===== src/rtl/detector_dead_time.sv =====
// rtl/detector_dead_time.sv - single-photon detector dead-time model with accepted/lost counters
// Optional macro: DETECTOR_PARALYZABLE_EN (a photon during the dead period restarts the dead period)
module detector_dead_time #(
    parameter int SYNC_STAGES = 2,
    parameter int PW_W        = 8,
    parameter int DT_W        = 16,
    parameter int CNT_W       = 16
) (
    input  logic             clk,
    input  logic             rst,
    input  logic             photon_efficiency,
    input  logic [PW_W-1:0]  pulse_width,
    input  logic [DT_W-1:0]  dead_time,
    input  logic             gate,
    input  logic             cnt_clear,
    output logic             det_out,
    output logic             busy,
    output logic [CNT_W-1:0] accepted_cnt,
    output logic [CNT_W-1:0] lost_cnt
);

    typedef enum logic [1:0] {
        IDLE  = 2'b00,
        PULSE = 2'b01,
        DEAD  = 2'b10
    } state_t;

    state_t                 state, state_n;
    logic [SYNC_STAGES-1:0] sync_q;
    logic                   sync_prev;
    logic                   rise;
    logic [PW_W-1:0]        pw_cnt, pw_cnt_n;
    logic [DT_W-1:0]        dt_cnt, dt_cnt_n;
    logic [DT_W-1:0]        dt_reg, dt_reg_n;
    logic                   accept;
    logic                   lose;

    // Synchronizer chain followed by a registered rising-edge strobe
    always_ff @(posedge clk or posedge rst) begin
        if (rst) begin
            sync_q    <= '0;
            sync_prev <= 1'b0;
            rise      <= 1'b0;
        end else begin
            sync_q    <= {sync_q[SYNC_STAGES-2:0], photon_efficiency};
            sync_prev <= sync_q[SYNC_STAGES-1];
            rise      <= sync_q[SYNC_STAGES-1] & ~sync_prev;
        end
    end

    // Next-state and counter loads; config is sampled only on acceptance
    always_comb begin
        state_n  = state;
        pw_cnt_n = pw_cnt;
        dt_cnt_n = dt_cnt;
        dt_reg_n = dt_reg;
        case (state)
            IDLE: begin
                if (rise) begin
                    state_n  = PULSE;
                    pw_cnt_n = (pulse_width == '0) ? '0 : pulse_width - 1'b1;
                    dt_reg_n = dead_time;
                end
            end
            PULSE: begin
                if (pw_cnt != '0) begin
                    pw_cnt_n = pw_cnt - 1'b1;
                end else if (dt_reg == '0) begin
                    state_n = IDLE;
                end else begin
                    state_n  = DEAD;
                    dt_cnt_n = dt_reg - 1'b1;
                end
            end
            DEAD: begin
`ifdef DETECTOR_PARALYZABLE_EN
                if (rise) begin
                    dt_cnt_n = dt_reg - 1'b1;
                end else if (dt_cnt != '0) begin
                    dt_cnt_n = dt_cnt - 1'b1;
                end else begin
                    state_n = IDLE;
                end
`else
                if (dt_cnt != '0) begin
                    dt_cnt_n = dt_cnt - 1'b1;
                end else begin
                    state_n = IDLE;
                end
`endif
            end
            default: state_n = IDLE;
        endcase
    end

    assign accept = rise & (state == IDLE);
    assign lose   = rise & (state != IDLE);

    // State register with outputs registered from the next state
    always_ff @(posedge clk or posedge rst) begin
        if (rst) begin
            state   <= IDLE;
            pw_cnt  <= '0;
            dt_cnt  <= '0;
            dt_reg  <= '0;
            det_out <= 1'b0;
            busy    <= 1'b0;
        end else begin
            state   <= state_n;
            pw_cnt  <= pw_cnt_n;
            dt_cnt  <= dt_cnt_n;
            dt_reg  <= dt_reg_n;
            det_out <= (state_n == PULSE);
            busy    <= (state_n != IDLE);
        end
    end

    // Gated, saturating event counters; clear wins over increment
    always_ff @(posedge clk or posedge rst) begin
        if (rst) begin
            accepted_cnt <= '0;
            lost_cnt     <= '0;
        end else if (cnt_clear) begin
            accepted_cnt <= '0;
            lost_cnt     <= '0;
        end else begin
            if (gate && accept && (accepted_cnt != '1)) begin
                accepted_cnt <= accepted_cnt + 1'b1;
            end
            if (gate && lose && (lost_cnt != '1)) begin
                lost_cnt <= lost_cnt + 1'b1;
            end
        end
    end

endmodule


===== config.mk =====
export PLATFORM = sky130hd
export DESIGN_NAME = detector_dead_time
export DESIGN_NICKNAME = d
export VERILOG_FILES = /design/src/rtl/detector_dead_time.sv
export SDC_FILE = /design/constraint.sdc
export NUM_CORES = 1
export LEC_CHECK = 0
export CAP_MARGIN = 0
export CORE_MARGIN = 1.5
export CORE_UTILIZATION = 69
export CTS_BUF_LIST = sky130_fd_sc_hd__clkbuf_4 sky130_fd_sc_hd__clkbuf_8 sky130_fd_sc_hd__clkbuf_16
export DETAILED_ROUTE_END_ITERATION = 7
export DONT_BUFFER_PORTS = 1
export GPL_TIMING_DRIVEN = 0
export PLACE_DENSITY = 0.93
export REMOVE_ABC_BUFFERS = 1
export SLEW_MARGIN = 10
export SYNTH_ARGS = -nofsm -noshare
export SYNTH_HDL_FRONTEND = slang
export SYNTH_SLANG_ARGS = --single-unit

===== constraint.sdc =====
create_clock -name clk -period 6.8 [get_ports clk]
set_input_delay 1.7 -clock clk [delete_from_list [all_inputs] [get_ports clk]]
set_output_delay 1.7 -clock clk [all_outputs]
set_load 0.005 [all_outputs]

==> results of run 1 <==
[power by group through the flow]
stage,combinational (uW),sequential [uW],clock (uW)
2_1_floorplan,439,722,0
3_3_place_gp,502,761,0
4_1_cts,545,762,404
5_1_grt,615,786,421
6_report,553,768,402
3_5_place_dp,536,769,0
[metrics by stage]
stage | instances | power (uW) | area (um2) | hold WS (ns) | setup slack, ns
2_1_floorplan | 462 | 1160 | 4430 | 0.331 | 3.05
3_3_place_gp | 539 | 1260 | 4530 | 0.332 | 2.28
3_5_place_dp | 542 | 1300 | 4580 | 0.357 | 2.95
4_1_cts | 558 | 1710 | 4810 | 0.364 | 3.30
5_1_grt | 558 | 1820 | 4820 | 0.366 | 3.03
6_report | 558 | 1720 | 4820 | 0.356 | 3.26
[worst paths after layout]
path	slack [ns]	cells past startpoint	endpoint
setup / recovery	3.26	8	dt_cnt[12]$_DFFE_PP0P_
hold / removal	0.36	0	sync_q[1]$_DFF_PP0_
setup reg to reg	3.26	8	dt_cnt[12]$_DFFE_PP0P_
hold reg to reg	0.36	0	sync_q[1]$_DFF_PP0_
max in group asynchronous	4.97	2	dt_cnt[7]$_DFFE_PP0P_
min in group asynchronous	1.25	1	accepted_cnt[11]$_DFFE_PP0P_
[critical path: stages, from the launching register on]
cell and delay, ns:
dfrtp_1 0.53, nor2b_2 0.62, mux2i_1 0.44, ha_1 0.28
o211ai_1 0.26, nor3_2 0.47, nand3_1 0.25, nor3b_1 0.22
nor4_1 0.33
[kinds of logic after synthesis]
| family | Yosys count |
|---|---|
| AO/OA/AOI/OAI | 104 |
| XOR/XNOR | 30 |
| adder cells (fa/ha/maj) | 6 |
| buffers and inverters | 34 |
| flip-flops | 80 |
| multiplexers | 25 |
| AND/OR/NAND/NOR | 201 |
[metal layers]
| layer | vias to the layer above | share of wire (%) | routed length, um | global-route usage, % |
|---|---|---|---|---|
| li1 | 1731 | - | - | - |
| met1 | 1882 | 39 | 4090 | 38.8 |
| met2 | 195 | 50 | 5150 | 50.1 |
| met3 | 33 | 8.3 | 861 | 8.80 |
| met4 | 0 | 2.5 | 261 | 13.7 |
| met5 | - | 0 | 0 | 0 |
[cell usage after synthesis, types with 4 or more instances]
| cell | instances |
|---|---|
| clkbuf_1 | 11 |
| nand2b_1 | 7 |
| xnor2_1 | 19 |
| nor4_1 | 8 |
| nand2_1 | 30 |
| inv_1 | 15 |
| a21oi_1 | 22 |
| a311oi_1 | 4 |
| nor2_1 | 66 |
| o22ai_1 | 7 |
| and3_1 | 5 |
| o21ai_0 | 28 |
| ha_1 | 6 |
| xor2_1 | 11 |
| o21a_1 | 4 |
| nor3_1 | 20 |
| nand4_1 | 6 |
| mux2i_1 | 11 |
| a22o_1 | 6 |
| a211oi_1 | 4 |
| or3_1 | 13 |
| dfrtp_1 | 80 |
| nand3_1 | 23 |
| mux2_2 | 14 |
[layout make-up]
class	count	area [um2]	area share, %
Timing Repair Buffer	3	46.3	0.960
Clock inverter	7	103	2.13
Clock buffer	9	124	2.57
Inverter	16	62.6	1.30
Tap cell	77	96.3	2.00
Sequential cell	80	2000	41.5
Multi-Input combinational cell	366	2390	49.5
==> results.cfg, run 1 <==
[outcome]
outcome = completed

[synthesis]
postSynthCellCount = 480
muxShareOfSynthArea_pct = 5.93
yosys.area.top_type_share_pct = 44.3
synthArstFlopShare_pct = 100
yosysSeqAreaShare_pct = 44.3
synth_seq_cells = 80
netlist-cell-type-count = 66
synth-adder-area-share_pct = 1.66
synth_top_family_by_area = simple AND/OR/NAND/NOR gates
syn_area_per_cell_um2 = 9.41
synth-edff-count = 0
synth_simple_gate_area_share_pct = 22.7
synth_area_leaders = dfrtp_1 (44%), nor2_1 (5.5%), xnor2_1 (3.7%)
synth-compound-area-share_pct = 16.3
synth_top_area_cell = dfrtp_1
ys.flop_type = dfrtp_1
yosys_warnings = 0
synth-xor-area-share_pct = 5.82
netlist_area_um2 = 4520

[cts]
postCtsHoldBufs = 0
root_buffer = clkbuf_8
post_cts_buffers = 0
cts_tree = done
cts.clk_slew.worst_paths_ns = 0.10
clk_path_buf_depth = 2
cts.sinks = 80
cts_made_buffers = 9
cts_resized = 0
clk_latency_ns = 0.35
htreeDepth = 3

[floorplan]
rows = 29
floorplan.die_area_um2 = 7040
die_x_um = 83.9
die_y_um = 83.9
core-area_um2 = 6350
start_util_pct = 71.1
pin_count = 63

[sta]
timing.final.crit_share_pct = 52.1
rsz0062_at_grt = no
skew_ns = 0.0130
drv_slew = 0
hold_violations = 0
tightest_slew_ns = 1.08
setup_viol = 0
final.min_clock_period_ns = 3.54
relSlewSlack_pct = 27.6
fin_setup_tns_ns = 0
fmax_mhz = 283

[power_and_ir_drop]
intPower_uw = 1060
p_comb_share_pct = 32.1
p_leak_uw = 0.00192
powerDensity_nw_per_um2 = 357
power.ir.vdd_worst_mv = 0.252
seqPwrFrac_pct = 44.6
power_switching_uw = 660
clockPowerShare_pct = 23.3
switching_share_pct = 38.3

[setup_path]
r2r-start = state[1]$_DFF_PP0_
cp-start-kind = flip-flop
crit_fanout = 15
crit_type = reg -> reg
startpoint = state[1]$_DFF_PP0_
required_ns = 7.03
end_kind = flip-flop
cp.arrival_ns = 3.77

[global_routing]
grt_pass1_vias = 3898
grt_max_degree = 42
grt_pass1_wl_um = 17600
grt_overflow_total = 0
grt_usage_pct = 30.9
antenna_found_initial = 0

[finish]
nets = 511
post-route-util_pct = 75.9
final_common_cell = dfrtp_1
drive_gt1_share_pct = 10.4
final_cell_mix = dfrtp_1 (80), nor2_1 (66), nand2_1 (30), o21ai_0 (28), nand3_1 (23)
fillers = 392
area_growth_syn_to_layout_pct = 6.76
antenna_cells = 0

[routing]
totalWireLength_um = 10400
first_iter_violations = 297
vias_per_cell = 6.88
via_count = 3841
ant_nets = 0
drc = 0
firstDrtPassIters = 5
wl_per_cell_um = 18.6

[place]
portBuffers = 0
hpwl_um = 6940
gp_congestion = 0.842

[min_path]
worstHoldStart = sync_q[0]$_DFF_PP0_
holdCritPathClass = reg -> reg

[flow_run]
cap_violations = 0
(Power assumes the default switching activity.)
==> inputs of run 2 (changes only) <==
--- a/config.mk
+++ b/config.mk
@@ -7,12 +7,12 @@
 export LEC_CHECK = 0
 export CAP_MARGIN = 0
 export CORE_MARGIN = 1.5
-export CORE_UTILIZATION = 69
+export CORE_UTILIZATION = 64
 export CTS_BUF_LIST = sky130_fd_sc_hd__clkbuf_4 sky130_fd_sc_hd__clkbuf_8 sky130_fd_sc_hd__clkbuf_16
 export DETAILED_ROUTE_END_ITERATION = 7
 export DONT_BUFFER_PORTS = 1
 export GPL_TIMING_DRIVEN = 0
-export PLACE_DENSITY = 0.93
+export PLACE_DENSITY = 0.88
 export REMOVE_ABC_BUFFERS = 1
 export SLEW_MARGIN = 10
 export SYNTH_ARGS = -nofsm -noshare
==> constraint.sdc (replaced) <==
create_clock -name clk -period 3.31 [get_ports clk]
set_input_delay 0.8275 -clock clk [delete_from_list [all_inputs] [get_ports clk]]
set_output_delay 0.8275 -clock clk [all_outputs]
set_load 0.005 [all_outputs]
==> run 2 against run 1 <==
Final area rose by 1.1%. First-iteration DRC count rose by 31%. Die area rose by 7.5%. Setup slack got worse by 2.9 ns. Cell count rose by 3.9%. Clock power rose by 100%. Via count fell by 1.6%. Total power rose by 110%.
==> results.cfg, run 2 (synthesis results as in run 1) <==
[outcome]
outcome = completed

[finish]
nets = 514
final_common_cell = dfrtp_1
layout.cells.non_filler = 580
antenna_cells = 0
drive_gt1_share_pct = 10.7
final_cell_mix = dfrtp_1 (80), nor2_1 (66), nand2_1 (30), o21ai_0 (28), nand3_1 (23)
area_growth_syn_to_layout_pct = 7.98

[routing]
ant_nets = 0
vias_per_cell = 6.51
first_iter_violations = 388
via_count = 3778
totalWireLength_um = 10400
firstDrtPassIters = 5
wl_per_cell_um = 17.9
drc = 0

[global_routing]
grt_pass1_wl_um = 17300
grt_overflow_total = 0
grt_pass1_vias = 3707
antenna_found_initial = 0
grt_max_degree = 64
grt_usage_pct = 29.2

[min_path]
holdCritPathClass = in -> async

[setup_path]
cp.arrival_ns = 3.21
slowest_stage = dfrtp_1
critical-path-max-stage-delay_ns = 0.51
r2r-start = state[1]$_DFF_PP0_
crit_type = reg -> reg
startpoint = state[1]$_DFF_PP0_
required_ns = 3.56
end_kind = flip-flop
cp-start-kind = flip-flop
r2r_end = dt_cnt[10]$_DFFE_PP0P_
reg2reg_slack_ns = 0.35
rr_worst_depth = 8
crit_fanout = 10
path_cells = nor2b_4 -> mux2i_1 -> ha_1 -> o211ai_1 -> nor3_2 -> nand3_1 -> a2111o_1 -> and3_1
crit_path_end = dt_cnt[10]$_DFFE_PP0P_

[cts]
cts_made_buffers = 9
clk_path_buf_depth = 2
clk_latency_ns = 0.37
htreeDepth = 3
cts.clk_slew.worst_paths_ns = 0.08
cts.sinks = 80
root_buffer = clkbuf_8
cts_tree = done

[floorplan]
start_util_pct = 66.5
pin_count = 63
die_x_um = 87.0
floorplan.die_area_um2 = 7570
die_y_um = 87.0
rows = 30
core-area_um2 = 6790

[sta]
fmax_mhz = 338
rsz0062_at_grt = no
tightest_slew_ns = 1.26
relSlewSlack_pct = 14.8
final.min_clock_period_ns = 2.96
skew_ns = 0.00936
holdWs_ns = 0.267
timing.final.crit_share_pct = 89.5
hold_violations = 0
setup_viol = 0
drv_slew = 0

[place]
hpwl_um = 7080
portBuffers = 0
gp_congestion = 0.841
dp_cells = 561

[power_and_ir_drop]
p_leak_uw = 0.00193
power.ir.vdd_worst_mv = 0.350
powerDensity_nw_per_um2 = 728

[flow_run]
cap_violations = 0
## run 2: cell type report
| cell class | count | area, um2 |
|---|---|---|
| well taps | 96 | 120 |
| repair buffers | 6 | 76.3 |
| fillers | 483 | 1920 |
| clock buffers | 10 | 138 |
| inverters | 16 | 62.6 |
| multi-input cells | 366 | 2390 |
| clock inverters | 6 | 92.6 |
| flip-flops and latches | 80 | 2000 |
## run 2: per-layer routing
metal | vias to the layer above | wire [um] | share of wire, % | global-route usage, %
met5 | - | 0 | 0 | 0
li1 | 1727 | - | - | -
met4 | 0 | 250 | 2.4 | 11.6
met2 | 183 | 5240 | 51 | 49.8
met3 | 27 | 740 | 7.1 | 7.49
met1 | 1841 | 4140 | 40 | 35.3
## run 2: worst min path at each step
| stage | slack (ns) | end | cells past startpoint | from |
|---|---|---|---|---|
| 2_1_floorplan | 0.33 | sync_q[1]$_DFF_PP0_ | 0 | sync_q[0]$_DFF_PP0_ |
| 3_3_place_gp | 0.33 | sync_q[1]$_DFF_PP0_ | 0 | sync_q[0]$_DFF_PP0_ |
| 3_5_place_dp | 0.34 | sync_q[1]$_DFF_PP0_ | 0 | sync_q[0]$_DFF_PP0_ |
| 4_1_cts | 0.27 | accepted_cnt[11]$_DFFE_PP0P_ | 1 | rst |
| 5_1_grt | 0.28 | accepted_cnt[11]$_DFFE_PP0P_ | 1 | rst |
| 6_report | 0.27 | accepted_cnt[11]$_DFFE_PP0P_ | 1 | rst |
## run 2: worst max-delay path: cells and delay by family, from the launching register on
kind	cells	cell delay, ns
and+or+nand+nor	4	1.03
AOI/OAI and AO/OA	2	0.65
DFF	1	0.51
muxes	1	0.39
adders and majority gates	1	0.27
## run 2: where the power goes
group | switching [uW] | leakage (uW) | total, uW | internal (uW)
sequential | 350 | 0.00103 | 1590 | 1240
combinational | 628 | 0.000787 | 1140 | 509
clock | 374 | 0.000109 | 821 | 447
total | 1350 | 0.00193 | 3550 | 2200
## run 2: timing repair
| item | in CTS | in global routing |
|---|---|---|
| pin swaps | 0 | 0 |
| hold buffers | 0 | 0 |
| gates resized for setup | 1 | 0 |
| setup buffers | 0 | 3 |
| endpoints found under the setup margin | 3 | 3 |
## run 2: through the flow
step | util (%) | setup slack [ns] | power (uW) | setup TNS (ns) | area [um2]
after global routing | 71.8 | 0.170 | 3750 | 0 | 4880
after floorplan | - | -0.270 | 2390 | -0.739 | 4430
final | 71.8 | 0.349 | 3550 | 0 | 4880
after CTS | 71.4 | 0.162 | 3520 | 0 | 4850
after detailed placement | 67.9 | 0.00164 | 2690 | 0 | 4610
after global placement | 67.0 | -1.08 | 2600 | -40.60 | 4550
